<file path="src/rtl/spi_sensor_poller_if.sv">
// Handshake bundle between the sensor poller and the SPI master.
// The poller owns start/data_in; the SPI master owns busy/data_out.
interface spi_sensor_poller_if #(
  parameter int BITS = 16
);
  logic            spi_start_n;
  logic [BITS-1:0] spi_data_in;
  logic            spi_busy;
  logic [BITS-1:0] spi_data_out;

  modport master (
    output spi_start_n,
    output spi_data_in,
    input  spi_busy,
    input  spi_data_out
  );

  modport slave (
    input  spi_start_n,
    input  spi_data_in,
    output spi_busy,
    output spi_data_out
  );
endinterface

</file>
<file path="src/rtl/spi_sensor_poller.sv">
// Periodic SPI sensor poller: issues a fixed read command on every poll
// tick, captures the returned word, counts consecutive over-threshold
// samples into a sticky alarm and flags a hung master handshake.
module spi_sensor_poller #(
  parameter int              BITS       = 16,
  parameter logic [27:0]     POLL_DIV   = 28'd50_000_000,
  parameter logic [BITS-1:0] CMD        = BITS'(16'h8000),
  parameter logic [BITS-1:0] THRESH     = BITS'(16'd2048),
  parameter int              TRIP_COUNT = 3,
  parameter logic [27:0]     TIMEOUT    = 28'd2_000_000
) (
  input  logic                CLOCK_50,
  input  logic                rst_n,
  input  logic                arm,
  input  logic                alarm_clr,
  spi_sensor_poller_if.master spi,
  output logic [BITS-1:0]     sample,
  output logic                sample_valid,
  output logic                alarm,
  output logic                fault
);

  typedef enum logic [1:0] {
    IDLE = 2'd0,
    REQ  = 2'd1,
    XFER = 2'd2,
    CAPT = 2'd3
  } state_t;

  localparam logic [3:0] TRIP = 4'(TRIP_COUNT);

  state_t      state;
  state_t      state_nxt;
  logic [27:0] poll_cnt;
  logic [27:0] to_cnt;
  logic [3:0]  hits;
  logic        tick;
  logic        to_expired;
  logic        capt;
  logic        to_fire;
  logic        trip;
  logic        to_clear;
  logic [3:0]  hits_inc;

  // Hit counter increment that sticks at the trip count.
  function automatic logic [3:0] hit_sat_inc(input logic [3:0] h);
    if (h >= TRIP) return TRIP;
    return h + 4'd1;
  endfunction

  // Timeout counter increment that sticks at the timeout limit.
  function automatic logic [27:0] to_sat_inc(input logic [27:0] c);
    if (c >= TIMEOUT) return TIMEOUT;
    return c + 28'd1;
  endfunction

  assign tick       = (poll_cnt == 28'd0);
  // The incremented count reaches TIMEOUT on this edge.
  assign to_expired = (to_cnt >= (TIMEOUT - 28'd1));
  assign trip       = (spi.spi_data_out > THRESH);
  assign hits_inc   = hit_sat_inc(hits);
  assign to_clear   = ((state == IDLE) && (state_nxt == REQ)) ||
                      ((state == REQ)  && (state_nxt == XFER));

  // Free-running poll divider, independent of the sequencer.
  always_ff @(posedge CLOCK_50 or negedge rst_n) begin
    if (!rst_n)    poll_cnt <= POLL_DIV - 28'd1;
    else if (tick) poll_cnt <= POLL_DIV - 28'd1;
    else           poll_cnt <= poll_cnt - 28'd1;
  end

  // Sequencer state register.
  always_ff @(posedge CLOCK_50 or negedge rst_n) begin
    if (!rst_n) state <= IDLE;
    else        state <= state_nxt;
  end

  // Sequencer next-state logic; ticks outside IDLE are simply dropped.
  always_comb begin
    state_nxt = state;
    case (state)
      IDLE: if (tick && arm && !fault) state_nxt = REQ;
      REQ: begin
        if (spi.spi_busy)    state_nxt = XFER;
        else if (to_expired) state_nxt = IDLE;
      end
      XFER: begin
        if (!spi.spi_busy)   state_nxt = CAPT;
        else if (to_expired) state_nxt = IDLE;
      end
      CAPT:    state_nxt = IDLE;
      default: state_nxt = IDLE;
    endcase
  end

  // Sequencer outputs; start follows state so reset raises it asynchronously.
  always_comb begin
    spi.spi_start_n = 1'b1;
    spi.spi_data_in = CMD;
    capt            = 1'b0;
    to_fire         = 1'b0;
    case (state)
      REQ: begin
        spi.spi_start_n = 1'b0;
        to_fire         = !spi.spi_busy && to_expired;
      end
      XFER:    to_fire = spi.spi_busy && to_expired;
      CAPT:    capt    = 1'b1;
      default: ;
    endcase
  end

  // Per-phase handshake timeout counter, cleared on each phase entry.
  always_ff @(posedge CLOCK_50 or negedge rst_n) begin
    if (!rst_n)                               to_cnt <= 28'd0;
    else if (to_clear)                        to_cnt <= 28'd0;
    else if ((state == REQ) || (state == XFER)) to_cnt <= to_sat_inc(to_cnt);
  end

  // Sample capture; the valid pulse lines up with the captured word.
  always_ff @(posedge CLOCK_50 or negedge rst_n) begin
    if (!rst_n) begin
      sample       <= '0;
      sample_valid <= 1'b0;
    end else begin
      sample_valid <= capt;
      if (capt) sample <= spi.spi_data_out;
    end
  end

  // Hit counting, sticky alarm and fault; clear wins over a same-cycle capture.
  always_ff @(posedge CLOCK_50 or negedge rst_n) begin
    if (!rst_n) begin
      hits  <= 4'd0;
      alarm <= 1'b0;
      fault <= 1'b0;
    end else if (alarm_clr) begin
      hits  <= 4'd0;
      alarm <= 1'b0;
      fault <= 1'b0;
    end else begin
      if (to_fire) fault <= 1'b1;
      if (capt) begin
        if (trip) begin
          hits <= hits_inc;
          if (hits_inc == TRIP) alarm <= 1'b1;
        end else begin
          hits <= 4'd0;
        end
      end
    end
  end

endmodule

</file>
<file path="src/flat_wrapper.sv">
// flat-port wrapper written by rule: the top's interface ports become plain ports
module spi_sensor_poller_flat 
#(
  parameter int              BITS       = 16,
  parameter logic [27:0]     POLL_DIV   = 28'd50_000_000,
  parameter logic [BITS-1:0] CMD        = BITS'(16'h8000),
  parameter logic [BITS-1:0] THRESH     = BITS'(16'd2048),
  parameter int              TRIP_COUNT = 3,
  parameter logic [27:0]     TIMEOUT    = 28'd2_000_000
)
  (CLOCK_50, rst_n, arm, alarm_clr, sample, sample_valid, alarm, fault, spi_spi_start_n, spi_spi_data_in, spi_spi_busy, spi_spi_data_out);
  spi_sensor_poller_if #(.BITS(BITS)) spi_i ();
  input  logic CLOCK_50;
  input  logic rst_n;
  input  logic arm;
  input  logic alarm_clr;
  output logic [BITS-1:0] sample;
  output logic sample_valid;
  output logic alarm;
  output logic fault;
  output wire logic [$bits(spi_i.spi_start_n)-1:0] spi_spi_start_n;
  output wire logic [$bits(spi_i.spi_data_in)-1:0] spi_spi_data_in;
  input wire logic [$bits(spi_i.spi_busy)-1:0] spi_spi_busy;
  input wire logic [$bits(spi_i.spi_data_out)-1:0] spi_spi_data_out;
  assign spi_spi_start_n = spi_i.spi_start_n;
  assign spi_spi_data_in = spi_i.spi_data_in;
  assign spi_i.spi_busy = spi_spi_busy;
  assign spi_i.spi_data_out = spi_spi_data_out;
  spi_sensor_poller #(.BITS(BITS), .POLL_DIV(POLL_DIV), .CMD(CMD), .THRESH(THRESH), .TRIP_COUNT(TRIP_COUNT), .TIMEOUT(TIMEOUT)) u_core (.CLOCK_50(CLOCK_50), .rst_n(rst_n), .arm(arm), .alarm_clr(alarm_clr), .spi(spi_i), .sample(sample), .sample_valid(sample_valid), .alarm(alarm), .fault(fault));
endmodule
</file>
<file path="config.mk">
export PLATFORM = sky130hd
export DESIGN_NAME = spi_sensor_poller_flat
export DESIGN_NICKNAME = d
export VERILOG_FILES = /design/src/rtl/spi_sensor_poller_if.sv /design/src/rtl/spi_sensor_poller.sv /design/src/flat_wrapper.sv
export SDC_FILE = /design/constraint.sdc
export NUM_CORES = 1
export LEC_CHECK = 0
export ABC_AREA = 1
export CAP_MARGIN = 0
export CORE_UTILIZATION = 50
export CTS_CLUSTER_SIZE = 14
export DETAILED_ROUTE_END_ITERATION = 10
export PLACE_DENSITY = 0.8
export SKIP_CTS_REPAIR_TIMING = 1
export SLEW_MARGIN = 20
export SYNTH_ARGS = -nofsm -noshare
export SYNTH_HDL_FRONTEND = slang
export SYNTH_SLANG_ARGS = --single-unit
</file>
<file path="constraint.sdc">
create_clock -name CLOCK_50 -period 4.1 [get_ports CLOCK_50]
set_input_delay 0.82 -clock CLOCK_50 [delete_from_list [all_inputs] [get_ports CLOCK_50]]
set_output_delay 0.82 -clock CLOCK_50 [all_outputs]
set_load 0.01 [all_outputs]
</file>
Word-level counts from Yosys, hierarchy flattened
Index checks and enable logic that the tools add are counted.
{"block": "totals", "reg_bits": 81, "out_inout_bits": 36}
{"block": "op_classes", "add_sub_neg": 3, "order_cmp": 4, "eq_ne": 6, "n_mux": 28, "reduce_logical": 18}
{"cell": "$mux W28", "n": 5}
{"cell": "$ge A28 B21 Y1 const B", "n": 2}
{"cell": "$add A28 B1 Y28 const B", "n": 1}
{"cell": "$logic_not A28 Y1", "n": 1}
{"cell": "$sub A28 B1 Y28 const B", "n": 1}
{"cell": "$mux W4", "n": 5}
{"cell": "$gt A16 B12 Y1 const B", "n": 1}
{"cell": "$mux W1", "n": 12}
{"cell": "$reduce_bool A2 Y1", "n": 5}
{"cell": "$mux W2", "n": 4}
{"cell": "$pmux W2 S4", "n": 1}
{"cell": "$eq A2 B2 Y1 const B", "n": 3}
{"cell": "$logic_and A1 B1 Y1", "n": 6}
{"cell": "$add A4 B1 Y4 const B", "n": 1}
{"cell": "$eq A2 B1 Y1 const B", "n": 2}
{"cell": "$eq A4 B2 Y1 const B", "n": 1}
{"cell": "$ge A4 B2 Y1 const B", "n": 1}
{"cell": "$reduce_and A3 Y1", "n": 1}
{"cell": "$logic_not A1 Y1", "n": 2}
{"cell": "$logic_not A2 Y1", "n": 1}
{"cell": "$logic_or A1 B1 Y1", "n": 2}
{"cell": "$pmux W1 S2", "n": 1}

Longest topological paths before layout
{"block": "logic_depth", "word_depth": 12, "depth_mapped": 16}

Least setup slack after synthesis
OpenSTA, ideal clock, no wires.
{"block": "synth_path", "path_kind": "input to register", "startpoint": "in spi_spi_busy", "endpoint": "reg u_core.to_cnt[0]", "setup_time_ns": 0.128, "arrival_ns": 1.896, "slack_ns": 2.077, "cell_stages": 9, "path_buffers": 1, "path_cell_list": "inv_1 nand2_1 a2111oi_0 nand2_1 nand2_2 nand3_2 nand2_4 buf_12 nor2_4"}
{"block": "synth_via", "elab_chain_cells": 6}
{"item": "start, declared", "line": "flat_wrapper.sv:23", "source": "input wire logic [$bits(spi_i.spi_busy)-1:0] spi_spi_busy;"}
{"item": "$mux W2 (on tied branches)", "line": "spi_sensor_poller.sv:88, spi_sensor_poller.sv:84"}
{"item": "$pmux W2 S4 (*)", "line": "spi_sensor_poller.sv:81", "source": "case (state)"}
{"item": "via u_core.state_nxt[0]", "line": "spi_sensor_poller.sv:33", "source": "state_t state_nxt;"}
{"item": "$eq A2 B1 Y1 or $eq A2 B2 Y1 (tied branches)", "line": "spi_sensor_poller.sv:62, spi_sensor_poller.sv:63"}
{"item": "$logic_and A1 B1 Y1 (on tied branches)", "line": "spi_sensor_poller.sv:62, spi_sensor_poller.sv:63"}
{"item": "$logic_or A1 B1 Y1 (*)", "line": "spi_sensor_poller.sv:62", "source": "assign to_clear = ((state == IDLE) && (state_nxt == REQ)) ||"}
{"item": "$mux W28 or $reduce_bool A2 Y1 (tied branches)"}
{"item": "end signal, assigned", "line": "spi_sensor_poller.sv:117", "source": "else if ((state == REQ) || (state == XFER)) to_cnt <= to_sat_inc(to_cnt);"}
{"item": "end, declared", "line": "spi_sensor_poller.sv:35", "source": "logic [27:0] to_cnt;"}
Mark *: on every way through the listed nets, which the timed path passes. The rest lies on a longest branch.
A chain may end at the register's enable or synchronous reset.

Worst setup path in the final report
{"block": "layout_path", "startpoint": "in spi_spi_busy", "endpoint": "reg u_core.to_cnt[14]"}
Same word-level chain as after synthesis.

==> impl_metrics.py <==
metrics = {
    "setup_path": {
        "path_depth": 9,
        "crit_family": "simple AND/OR/NAND/NOR gates",
        "cpPeakStageDelay_ns": 0.53,
        "cp.arrival_ns": 2.82,
        "cp_slowest_cell": "nand2_4",
        "crit_type": "primary input to flop",
        "rr_worst_depth": 13,
        "cpMostUsedCell": "nand2_1",
        "cp_cell_sequence": "clkdlybuf4s50_1 > inv_1 > nand2_1 > a2111oi_0 > nand2_1 > nand2_2 > nand3_2 > nand2_4 > nor2_1",
        "critical_path_buf_inv_count": 2,
        "end_kind": "flop",
        "worstSetupStartpointType": "primary input",
        "path_max_fanout": 28,
        "crit_required_ns": 4.31,
    },
    "timing": {
        "hold_violations": 0,
        "setup_violations": 0,
        "finClkSkew_ns": 0.0165,
        "timing.fmax_mhz": 384,
        "max_slew_margin_pct": 40.0,
        "rsz0062_at_grt": "no",
        "tightest_slew_ns": 0.900,
        "slew_viol_final": 0,
        "min_period_ns": 2.61,
        "fin_tns_setup_ns": 0,
        "min_period_over_period_pct": 63.6,
    },
    "placement": {
        "placed_cells": 655,
        "port_buffers": 40,
        "gp_congestion": 0.925,
        "hpwl_um": 6320,
    },
    "route": {
        "avgViaCountPerCell": 5.05,
        "met2WireLength_um": 4550,
        "drtIter0Drc": 207,
        "wl_met3_um": 177,
        "drt_pass1_iterations": 4,
        "num_vias": 3390,
        "wl_met1_um": 3870,
        "detail-route-antenna-nets": 0,
        "drc": 0,
        "wirelength_um": 8670,
        "routedWlPerCell_um": 12.9,
        "top_layer": "met4",
    },
    "synthesis": {
        "yosysSeqAreaShare_pct": 45.2,
        "synth.top_cell.area_share_pct": 34.8,
        "synth_area_um2": 4530,
        "ys_ff_latch": 81,
        "synth_top_area_cell": "dfrtp_1",
        "synth.avg_cell_area_um2": 8.75,
        "synth_area_leaders": "dfrtp_1 (35%), dfstp_2 (10%), nand2_1 (7.0%), nor2_1 (6.5%), nor2_4 (5.5%)",
        "yosysMostFrequentCell": "nand2_1",
        "syn_inst": 518,
        "yosysWarnings": 0,
        "async_flop_share_pct": 100,
        "synth_flop_cell": "dfrtp_1",
        "yosys-top-cells-count": "nand2_1 (84), nor2_1 (79), dfrtp_1 (63)",
        "synth_edf_count": 0,
        "synthDistinctLibCells": 44,
    },
    "status": {
        "status": "complete, no violations",
    },
    "global_routing": {
        "grt_pass1_vias": 3571,
        "overflow": 0,
        "grt_use_total_pct": 20.3,
        "grt_start_max_net_pins": 82,
        "grt_pass1_wl_um": 15600,
        "antenna_found_initial": 0,
    },
    "clocking": {
        "cts_num_sinks": 81,
        "cts.path.max_buffers": 2,
        "insertion_delay_ns": 0.35,
        "clk_pin_slew_ns": 0.09,
        "cts_made_buffers": 9,
        "cts_tree": "built",
        "clockRootBuffer": "clkbuf_8",
        "cts_htree_levels": 3,
    },
    "power_and_ir_drop": {
        "cellPowerDensity_nw_per_um2": 533,
        "peakVddDrop_v": 0.000393,
        "leakage_nw": 2.26,
    },
    "die": {
        "core-area_um2": 8760,
        "rows": 34,
        "io-pin-count": 57,
        "dieArea_um2": 9450,
        "start_util_pct": 51.7,
        "die_w_um": 97.2,
        "die_h_um": 97.2,
    },
    "final_layout": {
        "fin_cells": 671,
        "final_nets": 588,
        "drive_gt1_share_pct": 16.9,
        "syn2layout_area_growth_pct": 13.7,
        "n_antenna_cell": 0,
    },
    "flow_run": {
        "cap_viol_max_count": 0,
    },
    "worst_hold_path": {
        "hold_path.class": "flop to flop",
        "hold_depth": 1,
    },
}
==> sequential cells by signal, indices dropped and copies added, names as in the netlist <==
name / flops
u_core.alarm: 1
u_core.fault: 1
u_core.hits: 4
u_core.poll_cnt: 28
u_core.sample: 16
u_core.sample_valid: 1
u_core.state: 2
u_core.to_cnt: 28
==> cell usage in the layout (no fill, tap or decap), types with 2 or more instances in the layout <==
| master | Yosys | layout |
|---|---|---|
| nor4_1 | 6 | 6 |
| nand4_1 | 8 | 8 |
| conb_1 | 2 | 16 |
| xnor2_1 | 10 | 10 |
| nor3_1 | 15 | 15 |
| nor3_2 | 2 | 2 |
| nand2_2 | 6 | 6 |
| nand2_4 | 2 | 2 |
| nor2_1 | 79 | 79 |
| ha_1 | 9 | 9 |
| nand3_2 | 2 | 2 |
| mux2_2 | 16 | 16 |
| a21oi_1 | 12 | 12 |
| clkdlybuf4s50_1 | 0 | 39 |
| inv_1 | 59 | 59 |
| nor2_2 | 6 | 6 |
| clkbuf_8 | 0 | 9 |
| xor2_1 | 13 | 13 |
| inv_6 | 0 | 2 |
| bufinv_16 | 0 | 2 |
| nand2_1 | 84 | 84 |
| or2_2 | 3 | 3 |
| dfstp_2 | 18 | 18 |
| nor2_4 | 22 | 22 |
| o21ai_0 | 11 | 11 |
| o221ai_1 | 2 | 2 |
| nand3_1 | 27 | 27 |
| dfrtp_1 | 63 | 63 |
==> kinds of logic (layout without fill, tap and decap cells) <==
| family | Yosys count | count (layout) | synth area share (%) |
|---|---|---|---|
| DFF | 81 | 81 | 45.2 |
| xor gates and xnor gates | 23 | 23 | 4.44 |
| muxes | 16 | 16 | 3.98 |
| other | 2 | 16 | 0.166 |
| AOI/OAI and AO/OA | 35 | 35 | 4.56 |
| adders and majority gates | 9 | 9 | 2.48 |
| and+or+nand+nor | 267 | 267 | 30.0 |
| buffers and inverters | 85 | 116 | 9.19 |
==> final timing paths <==
kind / to / slack [ns] / from
hold / removal: u_core.poll_cnt[0]$_DFF_PN1_ / 0.48 / u_core.poll_cnt[0]$_DFF_PN1_
max in group asynchronous: u_core.to_cnt[18]$_DFFE_PN0P_ / 3.12 / rst_n
hold reg to reg: u_core.poll_cnt[0]$_DFF_PN1_ / 0.48 / u_core.poll_cnt[0]$_DFF_PN1_
setup reg to reg: u_core.to_cnt[14]$_DFFE_PN0P_ / 1.60 / u_core.poll_cnt[0]$_DFF_PN1_
min in group asynchronous: u_core.sample[0]$_DFFE_PN0P_ / 0.50 / rst_n
setup / recovery: u_core.to_cnt[14]$_DFFE_PN0P_ / 1.49 / spi_spi_busy
==> report_power, final <==
part / internal [mW] / total [mW] / leakage, nW / switching [mW]
Sequential: 0.956 / 1.07 / 1.01 / 0.118
Clock: 0.353 / 0.660 / 0.113 / 0.307
Combinational: 0.459 / 1.01 / 1.13 / 0.556
Total: 1.77 / 2.75 / 2.26 / 0.980
==> metal layers <==
metal	track usage [%]	vias to the layer above
met3	4.10	10
met2	35.9	60
met1	24.5	1618
met5	0	-
met4	7.12	0
li1	-	1702
==> stage by stage <==
stage	power (mW)	setup WS, ns	instance area, µm²	utilization [%]	hold slack, ns
2_1_floorplan	1.80	2.08	4580	-	0.436
3_3_place_gp	2.05	1.25	4930	56.2	0.448
5_1_grt	2.93	1.33	5150	58.8	0.504
6_report	2.75	1.49	5150	58.8	0.479
4_1_cts	2.77	1.51	5150	58.8	0.479
3_5_place_dp	2.10	1.14	4930	56.2	0.455
==> area by class of cell <==
class                           count  area (µm²)
Fill cell                         747        3610
Multi-Input combinational cell    366        2120
Sequential cell                    81        2050
Timing Repair Buffer               40         402
Inverter                           60         225
Tap cell                          108         135
Clock buffer                       10         128
Clock inverter                      6        97.6
==> worst reg2reg max path: cells and delay by family (launching register included) <==
kind | cells | cell delay (ns)
DFF | 1 | 0.39
buffers and inverters | 1 | 0.07
and+or+nand+nor | 11 | 1.72
adders and majority gates | 1 | 0.18
Power figures use the tool's default switching activity.
